$ cat src/rtl/keypad_pkg.sv
// ============================================================================
// Module   : keypad_pkg
// Purpose  : Shared types and tables for the 4x4 multi-tap letter keypad.
// Revision : 1.0 - initial release
// ============================================================================
`default_nettype none

package keypad_pkg;

    // Key code is {row index, column index}, with R0/C0 as index 0.
    typedef enum logic [3:0] {
        K_R0C0 = 4'd0,  K_R0C1 = 4'd1,  K_R0C2 = 4'd2,  K_R0C3 = 4'd3,
        K_R1C0 = 4'd4,  K_R1C1 = 4'd5,  K_R1C2 = 4'd6,  K_R1C3 = 4'd7,
        K_R2C0 = 4'd8,  K_R2C1 = 4'd9,  K_R2C2 = 4'd10, K_R2C3 = 4'd11,
        K_R3C0 = 4'd12, K_R3C1 = 4'd13, K_R3C2 = 4'd14, K_R3C3 = 4'd15
    } key_code_t;

    typedef enum logic [0:0] {
        ST_IDLE    = 1'b0,
        ST_CYCLING = 1'b1
    } state_t;

    typedef enum logic [1:0] {
        ACT_NONE   = 2'd0,
        ACT_LETTER = 2'd1,
        ACT_SUBMIT = 2'd2,
        ACT_CLEAR  = 2'd3
    } key_action_t;

    typedef struct packed {
        key_action_t action;
        logic [7:0]  base;
        logic [2:0]  count;
    } key_info_t;

    localparam logic [7:0] C_ASCII_SPACE = 8'h20;
    localparam logic [7:0] C_ASCII_NUL   = 8'h00;

    // Letter table: first letter of each key and how many letters it carries.
    function automatic key_info_t key_lookup(input key_code_t k);
        key_info_t info;
        info = '{action: ACT_NONE, base: C_ASCII_SPACE, count: 3'd1};
        case (k)
            K_R0C1:  info = '{action: ACT_LETTER, base: 8'h41, count: 3'd3};
            K_R0C2:  info = '{action: ACT_LETTER, base: 8'h44, count: 3'd3};
            K_R1C0:  info = '{action: ACT_LETTER, base: 8'h47, count: 3'd3};
            K_R1C1:  info = '{action: ACT_LETTER, base: 8'h4A, count: 3'd3};
            K_R1C2:  info = '{action: ACT_LETTER, base: 8'h4D, count: 3'd3};
            K_R2C0:  info = '{action: ACT_LETTER, base: 8'h50, count: 3'd4};
            K_R2C1:  info = '{action: ACT_LETTER, base: 8'h54, count: 3'd3};
            K_R2C2:  info = '{action: ACT_LETTER, base: 8'h57, count: 3'd4};
            K_R3C0:  info = '{action: ACT_SUBMIT, base: C_ASCII_SPACE, count: 3'd1};
            K_R3C2:  info = '{action: ACT_CLEAR,  base: C_ASCII_SPACE, count: 3'd1};
            default: info = '{action: ACT_NONE,   base: C_ASCII_SPACE, count: 3'd1};
        endcase
        return info;
    endfunction

    // Bit 3 is line 0, bit 0 is line 3 on both rows and columns.
    function automatic logic [1:0] onehot_index(input logic [3:0] v);
        logic [1:0] idx;
        case (v)
            4'b1000: idx = 2'd0;
            4'b0100: idx = 2'd1;
            4'b0010: idx = 2'd2;
            default: idx = 2'd3;
        endcase
        return idx;
    endfunction

endpackage

`default_nettype wire

$ cat src/rtl/keypad_letter_entry_scan.sv
// ============================================================================
// Module   : keypad_scan
// Purpose  : Column scanner and press/release debouncer producing key events.
// Revision : 1.0 - initial release
// ============================================================================
`default_nettype none

module keypad_scan
    import keypad_pkg::*;
#(
    parameter int DEBOUNCE_CYCLES = 4,
    parameter int SCAN_CYCLES     = 2
) (
    input  logic       clk,
    input  logic       rst,
    input  logic [3:0] i_row,
    output logic [3:0] o_col,
    output logic       o_key_event,
    output logic [3:0] o_key_code,
    output logic       o_key_held
);

    localparam int C_DB_W   = $clog2(DEBOUNCE_CYCLES + 1);
    localparam int C_SCAN_W = $clog2(SCAN_CYCLES + 1);
    localparam logic [C_DB_W-1:0]   C_DB_ONE    = C_DB_W'(1);
    localparam logic [C_DB_W-1:0]   C_DB_TARGET = C_DB_W'(DEBOUNCE_CYCLES);
    localparam logic [C_SCAN_W-1:0] C_SCAN_LAST = C_SCAN_W'(SCAN_CYCLES - 1);

    logic [3:0]          r_col;
    logic [C_SCAN_W-1:0] r_scan_cnt;
    logic [3:0]          r_last_row;
    logic [C_DB_W-1:0]   r_db_cnt;
    logic                r_held;
    logic                r_event;
    logic [3:0]          r_code;

    logic                w_row_onehot;
    logic [C_DB_W-1:0]   w_db_next;
    logic                w_db_done;
    logic                w_scan_run;

    // While released, count consecutive identical one-hot samples; while
    // held, count consecutive all-zero samples. Anything else restarts.
    always_comb begin
        w_row_onehot = (i_row != 4'd0) && ((i_row & (i_row - 4'd1)) == 4'd0);
        w_db_next    = '0;
        if (r_held) begin
            w_db_next = (i_row == 4'd0) ? (r_db_cnt + C_DB_ONE) : '0;
        end else if (w_row_onehot && (i_row == r_last_row)) begin
            w_db_next = r_db_cnt + C_DB_ONE;
        end else begin
            w_db_next = w_row_onehot ? C_DB_ONE : '0;
        end
        w_db_done  = (w_db_next == C_DB_TARGET);
        w_scan_run = !r_held && (i_row == 4'd0);
    end

    always_ff @(posedge clk) begin
        if (rst) begin
            r_col      <= 4'b1000;
            r_scan_cnt <= '0;
            r_last_row <= 4'd0;
            r_db_cnt   <= '0;
            r_held     <= 1'b0;
            r_event    <= 1'b0;
            r_code     <= 4'd0;
        end else begin
            r_last_row <= i_row;
            r_event    <= 1'b0;
            r_db_cnt   <= w_db_done ? '0 : w_db_next;
            if (w_db_done) begin
                r_held <= ~r_held;
                if (!r_held) begin
                    r_event <= 1'b1;
                    r_code  <= {onehot_index(i_row), onehot_index(r_col)};
                end
            end
            if (w_scan_run) begin
                if (r_scan_cnt == C_SCAN_LAST) begin
                    r_scan_cnt <= '0;
                    r_col      <= {r_col[0], r_col[3:1]};
                end else begin
                    r_scan_cnt <= r_scan_cnt + C_SCAN_W'(1);
                end
            end
        end
    end

    assign o_col       = r_col;
    assign o_key_event = r_event;
    assign o_key_code  = r_code;
    assign o_key_held  = r_held;

endmodule

`default_nettype wire

$ cat src/rtl/keypad_letter_entry.sv
// ============================================================================
// Module   : keypad_letter_entry
// Purpose  : Multi-tap letter entry on a scanned 4x4 keypad.
//            Optional idle auto-commit enabled by defining KEYPAD_AUTOCOMMIT_EN.
// Revision : 1.0 - initial release
// ============================================================================
`default_nettype none

module keypad_letter_entry
    import keypad_pkg::*;
#(
    parameter int DEBOUNCE_CYCLES = 4,
    parameter int SCAN_CYCLES     = 2,
    parameter int TIMEOUT_CYCLES  = 50
) (
    input  logic       clk,
    input  logic       rst,
    input  logic [3:0] row,
    output logic [3:0] col,
    output logic [7:0] pending,
    output logic [7:0] letter,
    output logic       letter_valid,
    output logic       submit,
    output logic       clear
);

    logic       w_key_event;
    logic [3:0] w_key_code;
    logic       w_key_held;
    logic       w_timeout;

    keypad_scan #(
        .DEBOUNCE_CYCLES (DEBOUNCE_CYCLES),
        .SCAN_CYCLES     (SCAN_CYCLES)
    ) u_scan (
        .clk         (clk),
        .rst         (rst),
        .i_row       (row),
        .o_col       (col),
        .o_key_event (w_key_event),
        .o_key_code  (w_key_code),
        .o_key_held  (w_key_held)
    );

    state_t     r_state,   w_state_n;
    logic [3:0] r_key,     w_key_n;
    logic [1:0] r_tap,     w_tap_n;
    logic [7:0] r_pending, w_pending_n;
    logic [7:0] r_letter,  w_letter_n;
    logic       r_letter_valid, w_letter_valid_n;
    logic       r_submit,  w_submit_n;
    logic       r_clear,   w_clear_n;
    key_info_t  w_info;
    logic [1:0] w_tap_inc;

`ifdef KEYPAD_AUTOCOMMIT_EN
    localparam int C_TMR_W = $clog2(TIMEOUT_CYCLES + 1);
    localparam logic [C_TMR_W-1:0] C_TMR_LAST = C_TMR_W'(TIMEOUT_CYCLES - 1);

    logic [C_TMR_W-1:0] r_idle_cnt;

    // Counts debounced-idle cycles while a letter is pending.
    assign w_timeout = (r_state == ST_CYCLING) && !w_key_held && (r_idle_cnt == C_TMR_LAST);

    always_ff @(posedge clk) begin
        if (rst) begin
            r_idle_cnt <= '0;
        end else if ((r_state == ST_CYCLING) && !w_key_held && !w_key_event && !w_timeout) begin
            r_idle_cnt <= r_idle_cnt + C_TMR_W'(1);
        end else begin
            r_idle_cnt <= '0;
        end
    end
`else
    logic w_unused_cfg;
    assign w_unused_cfg = w_key_held ^ (TIMEOUT_CYCLES == 0);
    assign w_timeout    = 1'b0;
`endif

    always_comb begin
        w_state_n        = r_state;
        w_key_n          = r_key;
        w_tap_n          = r_tap;
        w_pending_n      = r_pending;
        w_letter_n       = r_letter;
        w_letter_valid_n = 1'b0;
        w_submit_n       = 1'b0;
        w_clear_n        = 1'b0;
        w_info           = key_lookup(key_code_t'(w_key_code));
        w_tap_inc        = r_tap + 2'd1;

        if (w_key_event) begin
            case (w_info.action)
                ACT_LETTER: begin
                    if ((r_state == ST_CYCLING) && (r_key == w_key_code)) begin
                        w_tap_n = ({1'b0, w_tap_inc} == w_info.count) ? 2'd0 : w_tap_inc;
                    end else begin
                        // A different key finalises the old letter first.
                        if (r_state == ST_CYCLING) begin
                            w_letter_n       = r_pending;
                            w_letter_valid_n = 1'b1;
                        end
                        w_key_n   = w_key_code;
                        w_tap_n   = 2'd0;
                        w_state_n = ST_CYCLING;
                    end
                    w_pending_n = w_info.base + {6'd0, w_tap_n};
                end
                ACT_SUBMIT: begin
                    if (r_state == ST_CYCLING) begin
                        w_letter_n       = r_pending;
                        w_letter_valid_n = 1'b1;
                    end
                    w_submit_n  = 1'b1;
                    w_state_n   = ST_IDLE;
                    w_pending_n = C_ASCII_SPACE;
                end
                ACT_CLEAR: begin
                    if (r_state == ST_CYCLING) begin
                        w_state_n   = ST_IDLE;
                        w_pending_n = C_ASCII_SPACE;
                    end else begin
                        w_clear_n = 1'b1;
                    end
                end
                default: begin
                end
            endcase
        end else if (w_timeout) begin
            w_letter_n       = r_pending;
            w_letter_valid_n = 1'b1;
            w_state_n        = ST_IDLE;
            w_pending_n      = C_ASCII_SPACE;
        end
    end

    always_ff @(posedge clk) begin
        if (rst) begin
            r_state        <= ST_IDLE;
            r_key          <= 4'd0;
            r_tap          <= 2'd0;
            r_pending      <= C_ASCII_SPACE;
            r_letter       <= C_ASCII_NUL;
            r_letter_valid <= 1'b0;
            r_submit       <= 1'b0;
            r_clear        <= 1'b0;
        end else begin
            r_state        <= w_state_n;
            r_key          <= w_key_n;
            r_tap          <= w_tap_n;
            r_pending      <= w_pending_n;
            r_letter       <= w_letter_n;
            r_letter_valid <= w_letter_valid_n;
            r_submit       <= w_submit_n;
            r_clear        <= w_clear_n;
        end
    end

    assign pending      = r_pending;
    assign letter       = r_letter;
    assign letter_valid = r_letter_valid;
    assign submit       = r_submit;
    assign clear        = r_clear;

endmodule

`default_nettype wire

$ cat config.mk
export PLATFORM = sky130hd
export DESIGN_NAME = keypad_letter_entry
export DESIGN_NICKNAME = d
export VERILOG_FILES = /design/src/rtl/keypad_pkg.sv /design/src/rtl/keypad_letter_entry_scan.sv /design/src/rtl/keypad_letter_entry.sv
export SDC_FILE = /design/constraint.sdc
export NUM_CORES = 1
export LEC_CHECK = 0
export CAP_MARGIN = 40
export CORE_MARGIN = 2
export CORE_UTILIZATION = 55
export DETAILED_ROUTE_END_ITERATION = 10
export PLACE_DENSITY_LB_ADDON = 0.08
export SKIP_CTS_REPAIR_TIMING = 1
export SYNTH_ARGS = -nofsm -noshare
export SYNTH_HDL_FRONTEND = slang
export SYNTH_SLANG_ARGS = --single-unit
$ cat constraint.sdc
create_clock -name clk -period 2.94 [get_ports clk]
set_input_delay 0.294 -clock clk [delete_from_list [all_inputs] [get_ports clk]]
set_output_delay 0.294 -clock clk [all_outputs]
set_load 0.01 [all_outputs]
==> impl_metrics.ini <==
[finish]
final_cells = 424
antenna_cells_inserted = 0
commonest_cells_after_routing_fill_and_taps_aside = 57 x sky130_fd_sc_hd__dfxtp_1, 37 x sky130_fd_sc_hd__nor2_1, 28 x sky130_fd_sc_hd__clkdlybuf4s50_1
ratio_of_cells_with_drive_above_1_in_the_final_layout_pct = 12.71
nNetsFinal = 367
layout_commonest_cell = sky130_fd_sc_hd__dfxtp_1
layout_area_overhead_pct = 20.69

[timing]
finalSetupViolations = 0
hold_viol = 0
max_clock_freq_mhz = 375.3
max_slew.worst_pin.slew_ps = 644.4
timing.final.max_slew_violations = 0
post-route-period-util_pct = 90.62
timing.clock.skew_ps = 7.528
slew-limit-headroom_pct = 57.04
fin_setup_tns_ps = 0
fin_crit_ps = 2664
setup_repair_after_global_routing_missed_its_margin = false

[drt]
detail_route.wl_per_cell_um = 13.50
num_vias = 2296
ant_nets = 0
drc = 0
drt_pass1_iterations = 4
drt_wl_total_um = 5722
drt_first_iter_violations = 89
viasPerCell = 5.415

[setup_path]
crit_path_frequent_cell = sky130_fd_sc_hd__nand2_1
critPathMaxFanout = 4
cp_data_required_time_ps = 3160
crit_type = flop to flop
cp-start-kind = flop
end_kind = flop
critical_path_at_ps = 2880
list_of_cells_traversed_by_the_critical_path = xor2_1 > nor4_2 > nand2_1 > a211oi_1 > ha_1 > a21o_1 > nand2_1 > nor2_1 > xnor2_1 > a21oi_1 > a211o_1
timing.critical_path.slowest_cell_delay_ps = 460
slowest_stage = sky130_fd_sc_hd__nor4_2

[global_route]
antenna_violations_before_repair = 0
globalRoute.totalOverflow = 0
grt_start_max_net_pins = 22
grt_pass1_wl_um = 9287
first_global_vias = 2090
overall_track_demand_over_capacity_in_global_routing_pct = 22.04

[synthesis]
synth.net_count = 330
synth_area_sq_um = 2824
synth_top_area_share_pct = 40.41
synth_area_leader_cell = sky130_fd_sc_hd__dfxtp_1
async_flop_share_pct = 0
synth_cells = 312
synth_area_leaders = sky130_fd_sc_hd__dfxtp_1 40%, sky130_fd_sc_hd__nor2_1 4.9%, sky130_fd_sc_hd__ha_1 4.9%
share_of_the_yosys_chip_area_belonging_to_registers_pct = 40.41
mapped_avg_cell_area_sq_um = 9.051
synth_seq_cells = 57
synth_enable_flop_cells = 0
synth.distinct_cells = 56
synth_warnings = 0
yosys_most_used_dff = sky130_fd_sc_hd__dfxtp_1

[die]
core_area_sq_um = 5042
die_area_sq_um = 5724
io-pin-count = 29
std_cell_rows = 26
fp.dieW_um = 75.66
floorplan.initialDensity_pct = 56.00
die_h_um = 75.66

[clock_tree]
cts-buffers-inserted = 9
cts_max_path_buffers = 2
cts_max_level = 3
tritoncts = built
clock_latency_ps = 330
cts.sink_count = 57
cts.reportedPaths.clkPinSlew_ps = 60
ctsRootBufferMaster = sky130_fd_sc_hd__clkbuf_8

[power]
ir_worst_vdd_mv = 0.2524
cellPowerDensity_nw_per_um2 = 456.1
power.leakage_nw = 1.430

[place]
dp.final_hpwl_um = 4286
placement.io_buffers = 28
gp_congestion = 0.8532
place_inst = 408

[min_path]
hold_crit_path_type = flop to flop

[outcome]
result_of_the_run = finished, final reports clean

[job]
timing.max_cap.violations = 0
-- Yosys cell counts, types with 2 or more instances --
| cell type | count |
|---|---|
| sky130_fd_sc_hd__nand2_1 | 25 |
| sky130_fd_sc_hd__o211ai_1 | 2 |
| sky130_fd_sc_hd__nor3_1 | 10 |
| sky130_fd_sc_hd__inv_1 | 11 |
| sky130_fd_sc_hd__nand3_1 | 12 |
| sky130_fd_sc_hd__nor2_1 | 37 |
| sky130_fd_sc_hd__buf_4 | 3 |
| sky130_fd_sc_hd__xnor2_1 | 13 |
| sky130_fd_sc_hd__a211oi_2 | 2 |
| sky130_fd_sc_hd__o21ai_0 | 10 |
| sky130_fd_sc_hd__a211oi_1 | 3 |
| sky130_fd_sc_hd__o211a_1 | 3 |
| sky130_fd_sc_hd__nor2b_1 | 5 |
| sky130_fd_sc_hd__nand3b_1 | 2 |
| sky130_fd_sc_hd__mux2i_1 | 12 |
| sky130_fd_sc_hd__dfxtp_1 | 57 |
| sky130_fd_sc_hd__and2_1 | 2 |
| sky130_fd_sc_hd__a21o_1 | 3 |
| sky130_fd_sc_hd__and3_1 | 6 |
| sky130_fd_sc_hd__nand2b_1 | 2 |
| sky130_fd_sc_hd__a21oi_1 | 19 |
| sky130_fd_sc_hd__o31ai_1 | 4 |
| sky130_fd_sc_hd__buf_6 | 2 |
| sky130_fd_sc_hd__xor2_1 | 9 |
| sky130_fd_sc_hd__ha_1 | 11 |
| sky130_fd_sc_hd__a22oi_1 | 4 |
| sky130_fd_sc_hd__a211o_1 | 2 |
| sky130_fd_sc_hd__clkbuf_1 | 12 |
| sky130_fd_sc_hd__xor2_2 | 2 |
-- kinds of logic after synthesis --
family | share of synthesized area (%)
simple gates | 20.38
buf+inv | 4.874
xor+xnor | 7.975
flops | 40.41
compound gates | 16.53
fa+ha+maj | 5.583
mux | 4.254
-- routing by layer --
metal,vias to the layer above,part of all wire [%],wire [um],global-route usage [%]
met5,-,0,0,0
met4,0,1.8,105,10.72
met3,9,2.8,163,4.101
met2,45,52,2951,38.84
met1,1085,44,2501,25.66
li1,1157,-,-,-
-- critical path, delay by kind of cell (launching register included) --
family                   cells  cell delay, ps
AO/OA/AOI/OAI                4             780
XOR/XNOR                     2             290
adder cells (fa/ha/maj)      1             260
flip-flops                   1             360
AND/OR/NAND/NOR              4             850
-- area by class of cell --
type	instances	area, sq um
fill	437	1634
tap	70	87.58
inverter	12	47.55
clock buffer	15	186.4
multi-input combinational	226	1545
clock inverter	1	7.507
timing repair buffer	43	392.9
sequential	57	1141
-- registers in the layout, summed over array words and instances, names as in the netlist, 3 cells and up --
| register | count |
|---|---|
| u_scan.r_db_cnt | 3 |
| u_scan.o_key_code | 4 |
| letter | 8 |
| pending | 8 |
| u_scan.r_last_row | 4 |
| w_info | 12 |
| r_key | 4 |
| u_scan.o_col | 4 |
-- final timing paths --
| path | start | endpoint | slack (ps) | depth (start not counted) |
|---|---|---|---|---|
| worst max-delay path | u_scan.o_key_code[1] | pending[5] | 280 | 11 |
| worst min-delay path | r_key[1] | r_key[1] | 460 | 2 |
| worst max register to register | u_scan.o_key_code[1] | pending[5] | 280 | 11 |
| worst min register to register | r_key[1] | r_key[1] | 460 | 2 |
-- per-stage QoR --
step / hold WS (ps) / power [W] / utilization [%] / instance area (sq um) / setup WS [ps]
final: 463.6 / 0.001554 / 67.59 / 3408 / 275.8
after global routing: 501.4 / 0.001601 / 67.59 / 3408 / 71.92
after CTS: 468.5 / 0.001567 / 67.59 / 3408 / 233.0
after detailed placement: 459.8 / 0.0008782 / 63.75 / 3214 / 24.83
after global placement: 456.3 / 0.0008770 / 63.75 / 3214 / 91.33
after floorplan: 373.3 / 0.0008541 / - / 2824 / 478.6
-- power by group --
part	internal (W)	leakage, nW	switching, W
sequential	0.000777	0.460	0.00000303
combinational	0.0000338	0.874	0.0000471
clock	0.000399	0.0960	0.000295
Power figures use the tool's default switching activity.
